### config.mk
export PLATFORM = sky130hd
export DESIGN_NAME = multi_wave_display
export DESIGN_NICKNAME = d
export VERILOG_FILES = /design/src/rtl/multi_wave_display_pkg.sv /design/src/rtl/multi_wave_display_seg.sv /design/src/rtl/multi_wave_display.sv
export SDC_FILE = /design/constraint.sdc
export NUM_CORES = 1
export LEC_CHECK = 0
export ABC_AREA = 1
export ABC_CLOCK_PERIOD_IN_PS = 3900
export CAP_MARGIN = 5
export CORE_MARGIN = 8
export CORE_UTILIZATION = 50
export CTS_BUF_LIST = sky130_fd_sc_hd__clkbuf_4 sky130_fd_sc_hd__clkbuf_8
export DETAILED_ROUTE_END_ITERATION = 6
export PLACE_DENSITY = 0.77
export SYNTH_ARGS = -nofsm -noshare
export SYNTH_HDL_FRONTEND = slang
export SYNTH_SLANG_ARGS = --single-unit
### constraint.sdc
create_clock -name clk_i -period 3.9 [get_ports clk_i]
set_input_delay 0.78 -clock clk_i [delete_from_list [all_inputs] [get_ports clk_i]]
set_output_delay 0.78 -clock clk_i [all_outputs]
set_load 0.02 [all_outputs]
### src/rtl/multi_wave_display_pkg.sv
// Shared types and screen constants for the multi-channel trace pixel generator.
package multi_wave_display_pkg;

  typedef enum logic [1:0] {
    LIVE          = 2'd0,
    FREEZE_PEND   = 2'd1,
    FROZEN        = 2'd2,
    UNFREEZE_PEND = 2'd3
  } frz_state_e;

  localparam int SCREEN_W  = 1280;
  localparam int SCREEN_H  = 1024;
  localparam int X_MIN_DEF = 31;
  localparam int X_MAX_DEF = 1238;
  localparam int CH_IDX_W  = 3;
  localparam int X_W       = $clog2(SCREEN_W);
  localparam int Y_W       = $clog2(SCREEN_H);
  localparam int ADDR_W    = 10;
  localparam int COL_W     = ADDR_W - 1;

endpackage

### src/rtl/multi_wave_display_seg.sv
// Per-channel stage-1 segment comparator: holds the previous column's sample and
// reports whether the current row lies on the segment joining it to this column.
module wave_seg_hit
  import multi_wave_display_pkg::*;
#(
  parameter int SAMPLE_W = 8
) (
  input  logic                clk_i,
  input  logic                rst_ni,
  input  logic                col_chg_i,
  input  logic                line_start_i,
  input  logic [SAMPLE_W-1:0] cur_i,
  input  logic [SAMPLE_W-1:0] row_i,
  output logic                hit_o
);

  logic [SAMPLE_W-1:0] prev_q, last_q;
  logic [SAMPLE_W-1:0] prev_eff, lo, hi;

  // On a column change the register update lands next cycle, so bypass last_q now.
  always_comb begin
    prev_eff = col_chg_i ? last_q : prev_q;
    if (line_start_i) prev_eff = cur_i;
    lo    = (cur_i < prev_eff) ? cur_i : prev_eff;
    hi    = (cur_i < prev_eff) ? prev_eff : cur_i;
    hit_o = (row_i >= lo) && (row_i <= hi);
  end

  always_ff @(posedge clk_i or negedge rst_ni) begin
    if (!rst_ni) begin
      prev_q <= '0;
      last_q <= '0;
    end else begin
      last_q <= cur_i;
      if (col_chg_i) prev_q <= last_q;
    end
  end

endmodule

### src/rtl/multi_wave_display.sv
// Multi-channel scope trace pixel generator; fixed 2 clk x/y -> outputs, no backpressure.
// Grid overlay is built only when MULTI_WAVE_DISPLAY_GRID_EN is defined.
module multi_wave_display
  import multi_wave_display_pkg::*;
#(
  parameter int SAMPLE_W  = 8,
  parameter int NUM_CH    = 2,
  parameter int COL_SHIFT = 1,
  parameter int Y_SHIFT   = 1,
  parameter int X_MIN     = X_MIN_DEF,
  parameter int X_MAX     = X_MAX_DEF,
  parameter int INVERT_Y  = 0
) (
  input  logic                       clk_i,
  input  logic                       rst_ni,
  input  logic [X_W-1:0]             x_i,
  input  logic [Y_W-1:0]             y_i,
  input  logic                       read_index_i,
  input  logic                       freeze_req_i,
  input  logic [NUM_CH-1:0]          ch_enable_i,
  output logic [ADDR_W-1:0]          read_address_o,
  input  logic [NUM_CH*SAMPLE_W-1:0] read_value_i,
  output logic                       display_wave_o,
  output logic [CH_IDX_W-1:0]        wave_ch_o,
  output logic                       frozen_o,
  output logic                       display_grid_o
);

  frz_state_e state_q;
  logic       held_bank_q, frozen_q;
  logic       frame_start, eff_bank, win_d;
  logic [COL_W-1:0] col0;

  assign frame_start    = (x_i == '0) && (y_i == '0);
  assign eff_bank       = (state_q == FROZEN || state_q == UNFREEZE_PEND) ? held_bank_q : read_index_i;
  assign col0           = COL_W'(x_i >> COL_SHIFT);
  assign read_address_o = {eff_bank, col0};
  assign win_d          = (int'(x_i) >= X_MIN) && (int'(x_i) <= X_MAX);

  // Bank switches only at frame start so a frozen frame is never torn.
  always_ff @(posedge clk_i or negedge rst_ni) begin
    if (!rst_ni) begin
      state_q     <= LIVE;
      held_bank_q <= 1'b0;
      frozen_q    <= 1'b0;
    end else begin
      case (state_q)
        LIVE: if (freeze_req_i) state_q <= FREEZE_PEND;
        FREEZE_PEND: begin
          if (!freeze_req_i) begin
            state_q <= LIVE;
          end else if (frame_start) begin
            state_q     <= FROZEN;
            held_bank_q <= read_index_i;
            frozen_q    <= 1'b1;
          end
        end
        FROZEN: if (!freeze_req_i) state_q <= UNFREEZE_PEND;
        UNFREEZE_PEND: begin
          if (freeze_req_i) begin
            state_q <= FROZEN;
          end else if (frame_start) begin
            state_q  <= LIVE;
            frozen_q <= 1'b0;
          end
        end
        default: state_q <= LIVE;
      endcase
    end
  end

  logic [COL_W-1:0]  col1_q, colp_q;
  logic [Y_W-1:0]    y1_q;
  logic              win1_q;
  logic [NUM_CH-1:0] en1_q;

  always_ff @(posedge clk_i or negedge rst_ni) begin
    if (!rst_ni) begin
      col1_q <= '0;
      colp_q <= '0;
      y1_q   <= '0;
      win1_q <= 1'b0;
      en1_q  <= '0;
    end else begin
      col1_q <= col0;
      colp_q <= col1_q;
      y1_q   <= y_i;
      win1_q <= win_d;
      en1_q  <= ch_enable_i;
    end
  end

  logic [31:0]         y_ext;
  logic                row_ok;
  logic [SAMPLE_W-1:0] row_raw, row;

  assign y_ext   = 32'(y1_q);
  assign row_ok  = (y_ext >> (SAMPLE_W + Y_SHIFT)) == 32'd0;
  assign row_raw = SAMPLE_W'(y_ext >> Y_SHIFT);
  assign row     = (INVERT_Y != 0) ? ~row_raw : row_raw;

  logic [NUM_CH-1:0] hit, sel;
  logic              col_chg, line_start;

  assign col_chg    = col1_q != colp_q;
  assign line_start = col1_q == '0;

  for (genvar c = 0; c < NUM_CH; c++) begin : g_ch
    wave_seg_hit #(.SAMPLE_W(SAMPLE_W)) u_seg (
      .clk_i        (clk_i),
      .rst_ni       (rst_ni),
      .col_chg_i    (col_chg),
      .line_start_i (line_start),
      .cur_i        (read_value_i[c*SAMPLE_W +: SAMPLE_W]),
      .row_i        (row),
      .hit_o        (hit[c])
    );
  end

  assign sel = hit & en1_q;

  logic                wave_d, wave_q;
  logic [CH_IDX_W-1:0] ch_d, ch_q;

  always_comb begin
    wave_d = win1_q && row_ok && (|sel);
    ch_d   = '0;
    for (int c = NUM_CH - 1; c >= 0; c--) begin
      if (sel[c]) ch_d = CH_IDX_W'(c);
    end
    if (!wave_d) ch_d = '0;
  end

  always_ff @(posedge clk_i or negedge rst_ni) begin
    if (!rst_ni) begin
      wave_q <= 1'b0;
      ch_q   <= '0;
    end else begin
      wave_q <= wave_d;
      ch_q   <= ch_d;
    end
  end

  assign display_wave_o = wave_q;
  assign wave_ch_o      = ch_q;
  assign frozen_o       = frozen_q;

`ifdef MULTI_WAVE_DISPLAY_GRID_EN
  logic [X_W-1:0] x1_q;
  logic           grid_d, grid_q;

  assign grid_d = win1_q && !wave_d && ((x1_q[5:0] == 6'd0) || (row[4:0] == 5'd0));

  always_ff @(posedge clk_i or negedge rst_ni) begin
    if (!rst_ni) begin
      x1_q   <= '0;
      grid_q <= 1'b0;
    end else begin
      x1_q   <= x_i;
      grid_q <= grid_d;
    end
  end

  assign display_grid_o = grid_q;
`else
  assign display_grid_o = 1'b0;
`endif

endmodule
* Yosys cells after proc, flatten, opt, wreduce, memory -nomap -nowiden
Cells that the tools add are included.
** Storage, ports and cells
- Bits in registers :: 71
- Bits of input ports :: 43
- Output and inout bits :: 16
- Logic and storage cells :: 76
** Cells by class
- Magnitude comparators :: 8
- Equality and inequality tests :: 12
- Muxes and demuxes :: 24
- Bitwise gates (word level) :: 1
- Reduce and logical (&&, ||, !) cells :: 17
** Operators by type and width (count)
- $mux 8 :: 8
- $logic_not 32->1 :: 1
- $ge 8x8->1 :: 2
- $le 8x8->1 :: 2
- $lt 8x8->1 :: 2
- $mux 2 :: 6
- $ne 2x2->1 const B :: 6
- $ge 11x5->1 const B :: 1
- $le 11x11->1 const B :: 1
- $logic_not 11->1 :: 1
- $logic_not 10->1 :: 1
- $logic_not 9->1 :: 1
- $ne 9x9->1 :: 1
- $pmux 2 s4 :: 1
- $logic_and 1x1->1 :: 6
- $mux 1 :: 6
- $mux 3 :: 2
- $ne 3x3->1 const B :: 2
- $reduce_and 5->1 :: 1
- $eq 2x2->1 const B :: 2
- $reduce_and 4->1 :: 1
- $reduce_and 3->1 :: 1
- $and 2x2->2 :: 1
- $eq 2x1->1 const B :: 1
- 5 further kinds :: 5

* Logic depth before layout (Yosys ltp)
- Depth in word-level cells :: 11
- Mapped depth :: 29
- Gate-level depth less buffers :: 27

* Hierarchy
Synthesis repeated with hierarchy kept, for this count alone.
** Unflattened totals
- Cell total of the unflattened synthesis :: 524
- Area, all modules :: 4246.6 µm²
** Modules (own cells, without submodules)
- wave_seg_hit at g_ch[0].u_seg :: instances 1, cells an instance 194, area each 1416.4 µm², seq. area each 400.4 µm²
- wave_seg_hit at g_ch[1].u_seg :: instances 1, cells an instance 195, area each 1416.4 µm², seq. area each 400.4 µm²
- multi_wave_display :: instances 1, cells an instance 135, area each 1413.9 µm², seq. area each 900.9 µm²

* Least setup slack after synthesis
Ideal clock, no wire load.
- Kind :: register to register
- From :: register col1_q[8]
- To :: register ch_q[0], in the netlist wave_ch_o[0]
- Library setup time :: 0.088 ns
- Arrival time :: 3.706 ns
- Required time :: 3.812 ns
- Slack :: 0.106 ns
- Cell stages (with the launch flop) :: 23
- Buffers on the path :: 2
- Period minus slack after synthesis :: 3.794 ns
- Cell sequence :: dfrtp_1 -> xnor2_1 -> nand2_1 -> nor2_2 -> nand2_2 -> buf_6 -> mux2_4 -> o21ai_2 -> ha_1 -> a21oi_1 -> nor2_1 -> a211oi_2 -> buf_2 -> nand3_1 -> nand2_1 -> ha_1 -> nand2_1 -> inv_1 -> a221oi_1 -> o21ai_0 -> o41ai_1 -> nand3_1 -> nor3b_1
** Between the ends
- Word-level cells in the longest chain between the ends :: 11
- Elaborated cells between the ends (all ways) :: 24
- Those cells by class :: order compare (6); eq/ne (1); mux (11); bitwise (1); reduce/logical (5)
** RTL lines
- start: declaration :: line multi_wave_display.sv:72 : logic [COL_W-1:0] col1_q, colp_q;
- start signal: assignment :: line multi_wave_display.sv:85 : col1_q <= col0;
- $ne 9x9->1 :: line multi_wave_display.sv:105 : assign col_chg = col1_q != colp_q;
- $mux 8
- $mux 8 :: line multi_wave_display_seg.sv:23 : if (line_start_i) prev_eff = cur_i;
- $lt 8x8->1 :: line multi_wave_display_seg.sv:24, multi_wave_display_seg.sv:25
- $mux 8 (on tied branches) :: line multi_wave_display_seg.sv:24, multi_wave_display_seg.sv:25
- $ge 8x8->1 / $le 8x8->1 (equally long branches) :: line multi_wave_display_seg.sv:26 : hit_o = (row_i >= lo) && (row_i <= hi);
- $logic_and 1x1->1 :: line multi_wave_display_seg.sv:26
- $and 2x2->2 * :: line multi_wave_display.sv:120 : assign sel = hit & en1_q;
- $mux 1 / $reduce_or 2->1 (equally long branches) :: line multi_wave_display.sv:129, multi_wave_display.sv:126
- $mux 3 / $logic_and 1x1->1 (equally long branches) :: line multi_wave_display.sv:129, multi_wave_display.sv:126
- $mux 3 * :: line multi_wave_display.sv:131 : if (!wave_d) ch_d = '0;
- net ch_d[0] :: line multi_wave_display.sv:123 : logic [CH_IDX_W-1:0] ch_d, ch_q;
- end signal: assignment :: line multi_wave_display.sv:140 : ch_q <= ch_d;
- end: declaration :: line multi_wave_display.sv:123
The timed path passes the listed nets; every way through them passes the cells marked *.
A chain may end at the register's enable or synchronous reset.

* Worst setup path in the final report
- From :: register col1_q[1]
- To :: register ch_q[0], in the netlist wave_ch_o[0]
The elaborated chain is that of the path after synthesis.

==> results.md <==
* result of the run: finished clean
* routed via count divided by cell count: 5.24
* worst min-delay path class: reg -> reg
* layout-stage area growth over the synthesis result: 30.1%
* flop-to-flop setup slack: 0.0004 ns
* number of top-level pins: 59
* input/output buffers: 55
* clock root cell: sky130_fd_sc_hd__clkbuf_8
* cell type of the slowest stage on the worst timing path: sky130_fd_sc_hd__dfrtp_1
* total congestion overflow: 0
* post-route insts no fill: 678
* share of layout cells above drive strength 1: 20.4%
* via count of the first global-routing pass: 3504
* first-pass GRT wire length: 16.0 mm
* number of fill cells: 640
* headroom to the max-slew limit: 49.8%
* FF/Latch Area: 1700 sq um
* estimated wirelength of the detail-placed design: 7.34 mm
* maximum clock rate: 256 MHz
* final slew viol count: 0
* average routed wire per standard cell: 14.5 um
* area of the mapped netlist: 4190 sq um
* initial detailed-routing violation count: 163
* setup repair after global routing missed its margin: yes
* number of antenna violations at the first check in global routing: 0
* count of state elements after synthesis: 68
* crit-path max FO: 15
* antenna-violating nets left: 0
* leakage power: 2.74 nW
* Post-Route Hold Slack: 0.430 ns
* clock period minus final worst setup slack: 3.90 ns
* hold_buf cts: 0
* largest vdd supply drop: 0.191 mV
* final RePlAce weighted congestion: 0.922
* EDFF count, synth: 0
* Buf/Inv on CP: 4
* P per Cell Area: 346 nW/um^2
* register area share after synthesis: 40.6%
* largest buffer count on any clock path: 2
* warnings from Yosys: 0
* utilization of the core after routing: 66.7%
* number of design rule violations left after detail routing: 0
* Syn Area/Cell: 8.80 sq um
* total vias in the final route: 3556
* required time of the worst setup path: 4.18 ns
* # H-tree levels: 3
* horizontal die dimension: 108 um
* number of cells in the design after placement: 653
* Die Span Y: 108 um
* Clock Sink Count: 68
* Initial Util: 51.3%
* post-synthesis async set-or-reset flop share: 100%
* Net count, final: 657
* Num CTS Buffers: 9
* max-cap check violation count: 0
* slew of the pin with the lowest slew margin: 0.753 ns
* delay-heaviest family, CP: simple AND/OR/NAND/NOR gates
* drt pass-1 iters: 4
* final count of hold timing violations: 0
* total global routing track utilization: 17.0%
* number of standard cells after synthesis: 476
* type of the worst setup path: reg -> reg
* Clock Latency Late Sink: 0.36 ns
* detailed-route wire length: 9.80 mm
* cell mode on critical path: sky130_fd_sc_hd__nand2_1
* total setup violations reported at the end of the flow: 0
* maximum number of pins on one net before global-route repair: 36
* clock tree from TritonCTS: done
* Post-Route Skew: 0.00497 ns
* ANT cells: 0
* commonest register cell after synthesis: sky130_fd_sc_hd__dfrtp_1
* Core ar.: 8180 sq um
* Multi-input gate area: 2300 sq um
* Clock Pin Slew Worst Setup and Hold Paths: 0.08 ns
* delay of the slowest critical-path stage: 0.41 ns
* final worst-path cycle share: 100%
* WP data arrival: 4.18 ns
* type of destination of the critical path: flop
* number of unique standard cell types used by synthesis: 33
* std cell rows: 33
* critical path startpoint category: flop
* Die Area: 11600 sq um
==> worst paths after layout <==
kind,depth (start not counted),to,startpoint
setup / recovery,25,wave_ch_o[0],col1_q[1]
hold / removal,0,colp_q[6],col1_q[6]
setup reg to reg,25,wave_ch_o[0],col1_q[1]
hold reg to reg,0,colp_q[6],col1_q[6]
max in group asynchronous,2,en1_q[0],rst_ni
min in group asynchronous,1,col1_q[2],rst_ni
==> what timing repair did <==
item                                    in CTS  in global routing
pin swaps                                    2                 13
endpoints found under the hold margin        0                  0
buffers inserted                             2                  6
endpoints found under the setup margin       2                  2
gates cloned                                 1                  0
resized for setup                            4                 26
==> power breakdown <==
part,switching [W],internal (W)
clock network,0.000287,0.000318
registers,0.0000270,0.000748
logic,0.000271,0.000235
total,0.000585,0.00130
==> metrics by stage <==
stage	power, W	instance area, sq um	setup TNS, ns	setup WS (ns)
finish	0.00189	5450	0	0.000387
global route	0.00199	5450	-0.330	-0.188
CTS	0.00186	5260	0	0.0107
detailed placement	0.00125	5010	-0.138	-0.0905
global placement	0.00122	5010	0	0.00277
floorplan	0.00108	4200	0	0.106
==> final cells by class <==
cell class / count / share of cell area, %
multi-input combinational: 338 / 42.2
sequential: 68 / 31.2
timing repair buffer: 101 / 16.9
inverter: 50 / 3.49
clock buffer: 10 / 2.52
tap: 105 / 2.41
clock inverter: 6 / 1.33
==> registers in the layout, summed over array words and instances (netlist names), named ones only <==
name,cells
g_ch.u_seg.last_q,16
g_ch.u_seg.prev_q,16
col1_q,9
colp_q,9
y1_q,9
en1_q,2
display_wave_o,1
frozen_o,1
held_bank_q,1
state_q,1
wave_ch_o,1
win1_q,1
==> logic make-up after synthesis <==
kind of cell	count (synthesis)	share of synthesized area [%]
compound gates	58	9.05
buf+inv	72	8.51
simple gates	210	21.9
xor+xnor	7	1.46
fa+ha+maj	46	13.7
mux	14	4.66
flops	68	40.6
other cells	1	0.0895
==> cell usage after synthesis, types with 3 or more instances <==
cell,count,area [sq um]
sky130_fd_sc_hd__a21oi_1,20,100
sky130_fd_sc_hd__buf_2,3,15.0
sky130_fd_sc_hd__buf_4,16,120
sky130_fd_sc_hd__buf_6,3,33.8
sky130_fd_sc_hd__dfrtp_1,68,1700
sky130_fd_sc_hd__ha_1,46,576
sky130_fd_sc_hd__inv_1,49,184
sky130_fd_sc_hd__mux2_2,4,45.0
sky130_fd_sc_hd__mux2_4,10,150
sky130_fd_sc_hd__nand2_1,129,484
sky130_fd_sc_hd__nand2_2,3,18.8
sky130_fd_sc_hd__nand2_4,4,45.0
sky130_fd_sc_hd__nand3_1,37,185
sky130_fd_sc_hd__nand4_1,6,37.5
sky130_fd_sc_hd__nor2_1,17,63.8
sky130_fd_sc_hd__nor3_1,5,25.0
sky130_fd_sc_hd__nor4_1,3,18.8
sky130_fd_sc_hd__o21ai_0,14,70.1
sky130_fd_sc_hd__o21ai_1,4,20.0
sky130_fd_sc_hd__o21ai_2,9,78.8
sky130_fd_sc_hd__o41ai_1,3,26.3
sky130_fd_sc_hd__xnor2_1,7,61.3
==> cells in the final DEF (no fill, tap or decap), types with 4 or more instances in the layout <==
cell type / instances
sky130_fd_sc_hd__o21ai_4: 6
sky130_fd_sc_hd__o21ai_2: 5
sky130_fd_sc_hd__clkdlybuf4s50_1: 54
sky130_fd_sc_hd__clkbuf_8: 10
sky130_fd_sc_hd__nand2_1: 129
sky130_fd_sc_hd__mux2_4: 10
sky130_fd_sc_hd__inv_1: 48
sky130_fd_sc_hd__o21ai_1: 6
sky130_fd_sc_hd__o21ai_0: 11
sky130_fd_sc_hd__xnor2_1: 5
sky130_fd_sc_hd__buf_4: 41
sky130_fd_sc_hd__nor2_1: 17
sky130_fd_sc_hd__nand3_1: 37
sky130_fd_sc_hd__ha_4: 5
sky130_fd_sc_hd__dfrtp_1: 68
sky130_fd_sc_hd__mux2_2: 4
sky130_fd_sc_hd__nand2_4: 4
sky130_fd_sc_hd__ha_1: 40
sky130_fd_sc_hd__nand4_1: 6
sky130_fd_sc_hd__a21oi_1: 17
sky130_fd_sc_hd__nor3_1: 5
==> routing by layer <==
metal  vias to the layer above  global-route usage, %  part of all wire, %
met1                      1684                   21.6                   46
met2                       106                   26.7                   47
met3                        17                   4.07                  5.4
li1                       1749                      -                    -
met4                         0                   8.13                  2.1
met5                         -                      0                    0
Power figures use the tool's default switching activity.
